### config.mk
export PLATFORM = sky130hd
export DESIGN_NAME = freq_divider_bank
export DESIGN_NICKNAME = d
export VERILOG_FILES = /design/src/rtl/freq_divider_bank.sv
export SDC_FILE = /design/constraint.sdc
export NUM_CORES = 1
export LEC_CHECK = 0
export CORE_MARGIN = 2
export CORE_UTILIZATION = 45
export DETAILED_ROUTE_END_ITERATION = 10
export GPL_TIMING_DRIVEN = 0
export PLACE_DENSITY = 0.77
export SLEW_MARGIN = 0
export SYNTH_ARGS = -nofsm -noshare
export SYNTH_HDL_FRONTEND = slang
export SYNTH_SLANG_ARGS = --single-unit
### constraint.sdc
create_clock -name CLOCK_50 -period 3.2 [get_ports CLOCK_50]
set_input_delay 0.64 -clock CLOCK_50 [delete_from_list [all_inputs] [get_ports CLOCK_50]]
set_output_delay 0.64 -clock CLOCK_50 [all_outputs]
set_load 0.05 [all_outputs]
### src/rtl/freq_divider_bank.sv
// Bank of N_CH programmable dividers: 50% square wave plus one-cycle tick per channel.
// Latency: registered outputs, divisor write visible next cycle; no backpressure, free-running.
module freq_divider_bank #(
  parameter int N_CH        = 4,
  parameter int WIDTH       = 26,
  parameter int DEFAULT_DIV = 25000000
) (
  input  logic                                   CLOCK_50,
  input  logic                                   RESET_N,
  input  logic [N_CH-1:0]                        en,
  input  logic                                   wr_en,
  input  logic [((N_CH > 1) ? $clog2(N_CH) : 1)-1:0] wr_ch,
  input  logic [WIDTH-1:0]                       wr_div,
  output logic [N_CH-1:0]                        sq_out,
  output logic [N_CH-1:0]                        tick,
  output logic [N_CH*WIDTH-1:0]                  div_rd
);

  localparam int WR_W = (N_CH > 1) ? $clog2(N_CH) : 1;

  typedef struct packed {
    logic [WIDTH-1:0] div;
    logic [WIDTH-1:0] cnt;
    logic             sq;
    logic             tick;
  } ch_t;

  ch_t ch_q [N_CH];
  ch_t ch_d [N_CH];

  always_ff @(posedge CLOCK_50 or negedge RESET_N) begin
    if (!RESET_N) begin
      for (int c = 0; c < N_CH; c++) begin
        ch_q[c] <= '{div: WIDTH'(DEFAULT_DIV), cnt: '0, sq: 1'b0, tick: 1'b0};
      end
    end else begin
      for (int c = 0; c < N_CH; c++) begin
        ch_q[c] <= ch_d[c];
      end
    end
  end

  // Out-of-range wr_ch never matches any channel index, so such writes fall through.
  always_comb begin
    for (int c = 0; c < N_CH; c++) begin
      ch_d[c]      = ch_q[c];
      ch_d[c].tick = 1'b0;
      if (wr_en && (wr_ch == WR_W'(c))) begin
        ch_d[c].div = wr_div;
        ch_d[c].cnt = '0;
      end else if (!en[c] || (ch_q[c].div == '0)) begin
        ch_d[c].cnt = ch_q[c].cnt;
      end else if (ch_q[c].cnt == ch_q[c].div - WIDTH'(1)) begin
        ch_d[c].cnt  = '0;
        ch_d[c].sq   = ~ch_q[c].sq;
        ch_d[c].tick = 1'b1;
      end else begin
        ch_d[c].cnt = ch_q[c].cnt + WIDTH'(1);
      end
    end
  end

  for (genvar g = 0; g < N_CH; g++) begin : g_out
    assign sq_out[g]                  = ch_q[g].sq;
    assign tick[g]                    = ch_q[g].tick;
    assign div_rd[g*WIDTH +: WIDTH]   = ch_q[g].div;
  end

endmodule

==> Word level (Yosys, flattened, before mapping) <==
Index checks and enable logic that the tools add are counted.
{ "classes": {"addsub": 8, "n_lt_le_gt_ge": 0, "shift": 0, "muxes": 24, "multipliers": 0, "eq_ne": 11, "n_reduce_logical": 21, "bitwise": 12, "div_mod_pow": 0} }
{ "ops": {"columns": ["op", "count"], "rows": [
  ["26-bit two-way mux", 12],
  ["26-bit by 1-bit adder with 26-bit output (second input constant)", 4],
  ["26-bit equality test", 4],
  ["26-bit zero test", 4],
  ["26-bit by 1-bit subtractor with 26-bit output (second input constant)", 4],
  ["1-bit two-way mux", 12],
  ["1-bit NOT", 12],
  ["3-bit AND reduction", 4],
  ["2-bit != test (second input constant)", 4],
  ["2-bit equality test (second input constant)", 2],
  ["1-bit logical AND", 4],
  ["1-bit zero test", 4],
  ["1-bit logical OR", 4],
  ["2-bit by 1-bit equality test with 1-bit output (second input constant)", 1],
  ["2-bit zero test", 1]
]} }
{ "totals": {"ff_bits": 216, "romBits": 0, "n_memories": 0, "latchBits": 0, "ram_bits": 0, "wordCells": 92, "inputBits": 35, "out_inout_bits": 112} }

==> Logic depth before layout (Yosys ltp) <==
Gate-level depths: netlist of run 1.
{ "depth": {"depth_word": 5, "depth_mapped": 12, "depth_no_buf": 10} }

==> Least setup slack after synthesis of run 1 <==
OpenSTA, ideal clock, no wires.
{ "synth_timing": {"kind": "register to register", "startpoint": "reg ch_q, in the netlist div_rd[52]", "endpoint": "reg ch_q[71] (netlist name)", "path_buffers": 1, "stages_incl_launch_ff": 12, "t_arrival_ns": 2.997, "setup_ns": 0.121, "slack_ns": 0.082, "period_less_slack_ns": 3.118, "t_required_ns": 3.079, "cell_sequence": "dfrtp_1 > inv_1 > ha_1 > nor3b_1 > nand2_1 > or4_1 > a21oi_1 > o311ai_1 > nand4bb_1 > o21ai_2 > buf_2 > nor2_1"} }
{ "synth_between": {"elab_chain_len": 5, "elab_cells_between_ends": 8, "cone_classes": "add/sub: 1; eq/ne: 2; mux: 3; reduce/logical: 2"} }
{ "synth_lines": {"columns": ["item", "line", "source"], "rows": [
  ["start, declared", "28", "ch_t ch_q [N_CH];"],
  ["start signal, assigned by index", "34", "ch_q[c] <= '{div: WIDTH'(DEFAULT_DIV), cnt: '0, sq: 1'b0, tick: 1'b0};"],
  ["start signal, assigned by index", "38", "ch_q[c] <= ch_d[c];"],
  ["26-bit by 1-bit subtractor with 26-bit output", "53", "end else if (ch_q[c].cnt == ch_q[c].div - WIDTH'(1)) begin"],
  ["26-bit equality test", "53", null],
  ["26-bit two-way mux", "53", null],
  ["26-bit two-way mux", "51", "end else if (!en[c] || (ch_q[c].div == '0)) begin"],
  ["26-bit two-way mux", "48", "if (wr_en && (wr_ch == WR_W'(c))) begin"]
]} }
Several ways; a longest one is shown, not always the timed one. The select of a mux whose other input is x is not followed.
A chain may end at the register's enable or synchronous reset.

==> Worst setup path after layout of run 1 <==
{ "layout_timing": {"startpoint": "reg ch_q, in the netlist div_rd[2]", "endpoint": "reg ch_q[183] (netlist name)"} }
Same word-level chain as after synthesis.

==> results.py, run 1 <==
metrics = {
    "grt": {
        "grt.total_usage_pct": 26.12,
        "grt_max_degree": 121,
        "grt_pass1_wl_mm": 70.08,
        "antenna_found_initial": 0,
        "grt_pass1_vias": 13050,
        "grt-ovfl-total": 0,
    },
    "placement": {
        "dp_cells": 2213,
        "port_buffers": 146,
        "dpl-instance-area_um2": 16310,
        "hpwl_mm": 30.62,
        "gp_congestion": 0.8951,
    },
    "timing": {
        "rsz0062_at_grt": "true",
        "fin_crit_ps": 3232,
        "hold_viol_final": 0,
        "tightest_slew_ps": 1301,
        "timing.slew.headroom_pct": 13.05,
        "finalCritPeriodShare_pct": 101.0,
        "skew_ps": 19.13,
        "holdWs_ps": 104.8,
        "setup_violations": 5,
        "fmax_mhz": 309.4,
        "maxSlewViolCount": 0,
        "tns_ps": -102.6,
        "fin_ws_ps": -31.94,
    },
    "status": {
        "status": "finished with violations",
        "violations": "negative setup slack",
    },
    "route": {
        "wl_met1_mm": 18.15,
        "wl_mm": 44.70,
        "wl_per_cell_um": 19.29,
        "met2WireLength_mm": 21.22,
        "drc": 0,
        "routed_via_density": 5.851,
        "vias": 13560,
        "top_layer": "met4",
        "first_pass_iters": 7,
        "routed-wl-met3_mm": 3.141,
        "drt_iter0_markers": 1098,
        "ant_nets": 0,
    },
    "synth": {
        "synth_fp_nets": 1707,
        "ys_async_sr_fraction_pct": 100.0,
        "seq_area_frac_synth_pct": 38.19,
        "synthCells": 1664,
        "yosys.area.top_type": "dfrtp_1",
        "yosys.area_share.simple_pct": 27.97,
        "synth_compound_area_share_pct": 9.355,
        "yosys.area.top_type_share_pct": 29.38,
        "synth_top_family_by_area": "simple AND/OR/NAND/NOR gates",
        "synthesis.area_um2": 14310,
        "synthMuxAreaShare_pct": 2.124,
        "synth_edf_count": 0,
        "synth_area_leaders": "dfrtp_1 (29%), dfstp_2 (8.8%), nand2_1 (8.1%), xnor2_1 (7.3%), buf_4 (5.9%)",
        "yosys_warnings": 0,
        "ys.flop_type": "dfrtp_1",
        "synthXorXnorAreaFrac_pct": 12.91,
        "synth_seq_cells": 216,
        "syn_area_per_cell_um2": 8.600,
        "synthAdderAreaFrac_pct": 0.7694,
        "synth.distinct_cells": 82,
    },
    "setup_path": {
        "cpPeakStageDelay_ps": 560,
        "ff2ff_path_depth": 11,
        "worstSetupPathType": "reg -> reg",
        "crit_path_start_kind": "flop",
        "r2r_end": "ch_q[183]",
        "critical_path.cell_chain": "buf_6 > or4_4 > or4_4 > a21oi_2 > o211ai_1 > o211ai_2 > nor4_4 > buf_4 > or3_4 > clkbuf_16 > o31ai_2",
        "reg2reg_slack_ps": -30,
        "cp_common_cell": "or4_4",
        "worstPathArrival_ps": 3680,
        "slowest_stage": "or4_4",
        "critPathCaptureType": "flop",
        "r2r-start": "div_rd[2]",
        "crit_fanout": 6,
        "critPathRequiredTime_ps": 3650,
    },
    "layout": {
        "area_growth_pct": 29.56,
        "nets": 1939,
        "diodes": 0,
        "drive_above_1_share_pct": 25.17,
        "fin_area_um2": 18540,
        "n_fill_cell": 2567,
        "stdcell_count": 2317,
    },
    "die": {
        "initial_core_util_pct": 45.47,
        "rows": 65,
        "dieHeight_um": 182.3,
        "core_area_um2": 31470,
        "ioPinCount": 147,
        "die_area_um2": 33250,
        "die_w_um": 182.3,
    },
    "cts": {
        "clock_sinks": 216,
        "htree_levels": 1,
        "cts-root-buf": "clkbuf_16",
        "postCtsHoldBufs": 0,
        "cts_tree": "yes",
        "clk_pin_slew_ps": 60,
        "clk_latency_ps": 550,
        "cts_made_buffers": 25,
        "cts.path.max_buffers": 3,
    },
    "pwr": {
        "p_leak_uw": 0.007752,
        "pwr_density_cell_nw_per_um2": 570.1,
        "worst_ir_drop_vdd_mv": 0.4665,
    },
    "hold_path": {
        "hp-class": "in -> async",
    },
    "flow_run": {
        "drv_cap": 0,
    },
}
[per-layer routing]
layer  global-route usage [%]  vias to the layer above
li1                         -                     6168
met1                    34.46                     6600
met2                    43.19                      618
met3                    3.452                      170
met4                    11.23                        0
met5                        0                        -
[cell usage after synthesis (11+ instances only)]
cell type / number
nor3_1: 50
a221o_1: 11
nor2_1: 150
or3_1: 13
nor4_1: 39
dfrtp_1: 168
mux2_2: 27
dfstp_2: 48
clkbuf_1: 62
buf_4: 113
o21ai_0: 32
xnor2_1: 120
nand3b_1: 12
nand3_1: 65
o31ai_1: 17
nand2_1: 310
xor2_1: 91
and3_1: 29
a21oi_1: 24
inv_1: 20
nand4_1: 44
or4_1: 22
[per-stage QoR]
stage	setup WS, ps	total power, uW	util, %
after CTS	-143.0	10230	56.50
after detailed placement	-787.9	7141	51.81
after global placement	-7478	7056	51.71
after floorplan	82.14	6048	-
final	-31.94	10570	58.91
after global routing	-90.89	11020	58.91
[cells in the final DEF (no fill, tap or decap), types with 44 or more instances in the layout]
cell type | Yosys | final
xor2_1 | 91 | 91
nor3_1 | 50 | 44
nand4_1 | 44 | 44
buf_4 | 113 | 178
nand3_1 | 65 | 62
dfstp_2 | 48 | 48
clkbuf_1 | 62 | 48
xnor2_1 | 120 | 119
nand2_1 | 310 | 309
dfrtp_1 | 168 | 148
nor2_1 | 150 | 127
clkdlybuf4s50_1 | 0 | 145
[registers in the layout, summed over array words and instances (netlist names)]
signal / flops
div_rd: 104
sq_out: 4
ch_q: 104
tick: 4
[layout make-up]
class | count | area (um^2) | share of cell area (%)
Sequential cell | 216 | 5490 | 29.61
Multi-Input combinational cell | 1239 | 8347 | 45.02
Buffer | 171 | 1172 | 6.323
Clock buffer | 35 | 713.2 | 3.846
Timing Repair Buffer | 223 | 2130 | 11.49
Tap cell | 402 | 503.0 | 2.713
Clock inverter | 11 | 111.4 | 0.6006
Inverter | 20 | 75.07 | 0.4049
[logic make-up (layout without fill, tap and decap cells)]
family | count (synthesis) | after routing
DFF | 216 | 216
xor gates and xnor gates | 211 | 211
buffers and inverters | 209 | 460
muxes | 27 | 27
and+or+nand+nor | 814 | 814
AOI/OAI and AO/OA | 178 | 178
adders and majority gates | 9 | 9
[where the power goes]
part	switching (uW)	leakage, uW	internal, uW
sequential	621	0.00270	3120
clock	1210	0.000410	1710
combinational	2240	0.00464	1670
total	4070	0.00775	6500
[worst max-delay path by stage]
stage               startpoint         to  slack [ps]  cells after the start
CTS                 div_rd[39]  sq_out[1]        -140                      9
detailed placement  div_rd[88]    ch_q[8]        -790                     10
global placement       RESET_N  ch_q[189]       -7480                      1
floorplan           div_rd[52]   ch_q[71]          80                     11
global route         div_rd[2]  ch_q[183]         -90                     11
finish               div_rd[2]  ch_q[183]         -30                     11
[worst max-delay path: cells and delay by family, from the launching register on]
| kind | cells | cell delay (ps) |
|---|---|---|
| compound gates | 4 | 770 |
| buf+inv | 3 | 480 |
| flops | 1 | 390 |
| simple gates | 4 | 1490 |
[timing repair]
action | in CTS | in global routing
cloned | 3 | 1
pin swaps | 40 | 43
buffers inserted | 36 | 37
hold endpoints to repair | 0 | 0
resized for setup | 94 | 110
endpoints found under the setup margin | 111 | 110
(Power assumes the default switching activity.)
==> run 2: changes to the inputs <==
--- a/config.mk
+++ b/config.mk
@@ -9,7 +9,7 @@
 export CORE_UTILIZATION = 45
 export DETAILED_ROUTE_END_ITERATION = 10
 export GPL_TIMING_DRIVEN = 0
-export PLACE_DENSITY = 0.77
+export PLACE_DENSITY = 0.75
 export SLEW_MARGIN = 0
 export SYNTH_ARGS = -nofsm -noshare
 export SYNTH_HDL_FRONTEND = slang
==> constraint.sdc (replaced) <==
create_clock -name CLOCK_50 -period 3.7 [get_ports CLOCK_50]
set_input_delay 0.74 -clock CLOCK_50 [delete_from_list [all_inputs] [get_ports CLOCK_50]]
set_output_delay 0.74 -clock CLOCK_50 [all_outputs]
set_load 0.05 [all_outputs]
==> results.py, run 2 (same netlist as run 1, synthesis figures left out) <==
metrics = {
    "status": {
        "status": "completed",
    },
    "cts": {
        "cts-root-buf": "clkbuf_16",
        "clk_pin_slew_ps": 60,
        "clock_sinks": 216,
        "cts_tree": "yes",
        "postCtsHoldBufs": 0,
        "clk_latency_ps": 540,
        "cts.path.max_buffers": 3,
        "htree_levels": 1,
        "cts_made_buffers": 24,
    },
    "layout": {
        "final_util_pct": 55.25,
        "diodes": 0,
        "nets": 1892,
        "stdcell_count": 2269,
        "layout_commonest_cell": "nand2_1",
        "drive_above_1_share_pct": 16.34,
        "area_growth_pct": 21.52,
        "mostFrequentLayoutCells": "nand2_1 (310), dfrtp_1 (168), nor2_1 (150)",
    },
    "pwr": {
        "sequentialPowerShare_pct": 36.3,
        "combPwrFrac_pct": 35.5,
        "p_clk_share_pct": 28.2,
        "worst_ir_drop_vdd_mv": 0.3506,
        "p_int_uw": 5387,
        "pwr_density_cell_nw_per_um2": 500.7,
        "sw_frac_of_total_pct": 38.13,
        "p_sw_uw": 3320,
        "p_leak_uw": 0.007331,
    },
    "timing": {
        "timing.slew.headroom_pct": 19.47,
        "maxSlewViolCount": 0,
        "finalCritPeriodShare_pct": 97.74,
        "holdWs_ps": 233.0,
        "fin_ws_ps": 83.65,
        "skew_ps": 23.17,
        "hold_viol_final": 0,
        "tns_ps": 0,
        "tightest_slew_ps": 1205,
        "setup_violations": 0,
        "fmax_mhz": 276.5,
        "fin_crit_ps": 3616,
    },
    "die": {
        "core_area_um2": 31470,
        "die_w_um": 182.3,
        "die_area_um2": 33250,
        "rows": 65,
        "ioPinCount": 147,
        "dieHeight_um": 182.3,
        "initial_core_util_pct": 45.47,
    },
    "setup_path": {
        "worstPathArrival_ps": 4020,
        "crit_path_start_kind": "flop",
        "critPathRequiredTime_ps": 4100,
        "r2r_end": "ch_q[22]",
        "reg2reg_slack_ps": 80,
        "worstSetupPathType": "reg -> reg",
        "critPathCaptureType": "flop",
        "crit_path_start": "div_rd[88]",
        "r2r-start": "div_rd[88]",
        "ff2ff_path_depth": 10,
        "crit_fanout": 10,
    },
    "grt": {
        "grt.total_usage_pct": 25.26,
        "grt_pass1_vias": 12720,
        "met3_usage_pct": 3.472,
        "grt_use_met1_pct": 33.56,
        "grt-busiest-layer": "met2",
        "grt-ovfl-total": 0,
        "antenna_found_initial": 1,
        "met2_usage_pct": 41.76,
        "grt_max_degree": 111,
        "grt_pass1_wl_mm": 67.63,
    },
    "route": {
        "wl_mm": 42.01,
        "drc": 0,
        "first_pass_iters": 6,
        "ant_nets": 0,
        "drt_iter0_markers": 1032,
        "vias": 12940,
        "routed_via_density": 5.703,
        "wl_per_cell_um": 18.51,
    },
    "placement": {
        "gp_congestion": 0.9039,
        "pre_cts_ws_ps": -267.0,
        "dp_cells": 2213,
        "hpwl_mm": 31.00,
        "port_buffers": 146,
    },
    "flow_run": {
        "drv_cap": 0,
    },
    "hold_path": {
        "hp-class": "in -> async",
    },
}
[run 2: stage by stage]
step	power [uW]	area (um^2)
finish	8707	17390
global route	9111	17390
CTS	8663	17170
detailed placement	6176	16310
global placement	6111	16280
floorplan	5230	14310
[run 2: cell type report]
cell class	instances	area, um^2
plain buffers	189	1175
clock buffers	33	716.9
clock inverters	11	101.3
fillers	2750	14080
inverters	20	75.07
multi-input cells	1239	7770
flip-flops and latches	216	5465
well taps	402	503.0
repair buffers	159	1584
[run 2: power by group through the flow]
stage | Sequential (uW) | Combinational (uW) | Clock (uW)
after detailed placement | 3170 | 3010 | 0
final | 3160 | 3090 | 2460
after global routing | 3210 | 3310 | 2590
after floorplan | 3010 | 2220 | 0
after CTS | 3140 | 3030 | 2500
after global placement | 3170 | 2940 | 0
[run 2: worst max-delay path by stage]
stage / slack [ps] / depth (start not counted) / endpoint
2_1_floorplan: 580 / 11 / ch_q[71]
3_3_place_gp: -7160 / 1 / ch_q[189]
3_5_place_dp: -270 / 11 / ch_q[76]
4_1_cts: 10 / 11 / ch_q[76]
5_1_grt: -40 / 11 / ch_q[76]
6_report: 80 / 10 / ch_q[22]
[run 2: critical path, stage by stage, from the launching register on]
cell	delay, ps
dfrtp_1	440
clkbuf_1	230
or4_1	650
or4_1	540
a211oi_1	260
o22ai_1	130
nor4_2	330
o2111ai_2	280
o21ai_4	300
buf_2	260
nor2_1	70
[run 2: layer usage]
metal  vias to the layer above  share of wire [%]
met5                         -              0.029
met4                         2                4.2
met3                       114                6.6
met2                       483                 47
met1                      6266                 42
li1                       6076                  -
[run 2: what timing repair did]
| item | CTS | global route |
|---|---|---|
| buffers inserted | 0 | 12 |
| resized for setup | 6 | 24 |
| setup endpoints to repair | 60 | 94 |
| pin swaps | 0 | 6 |
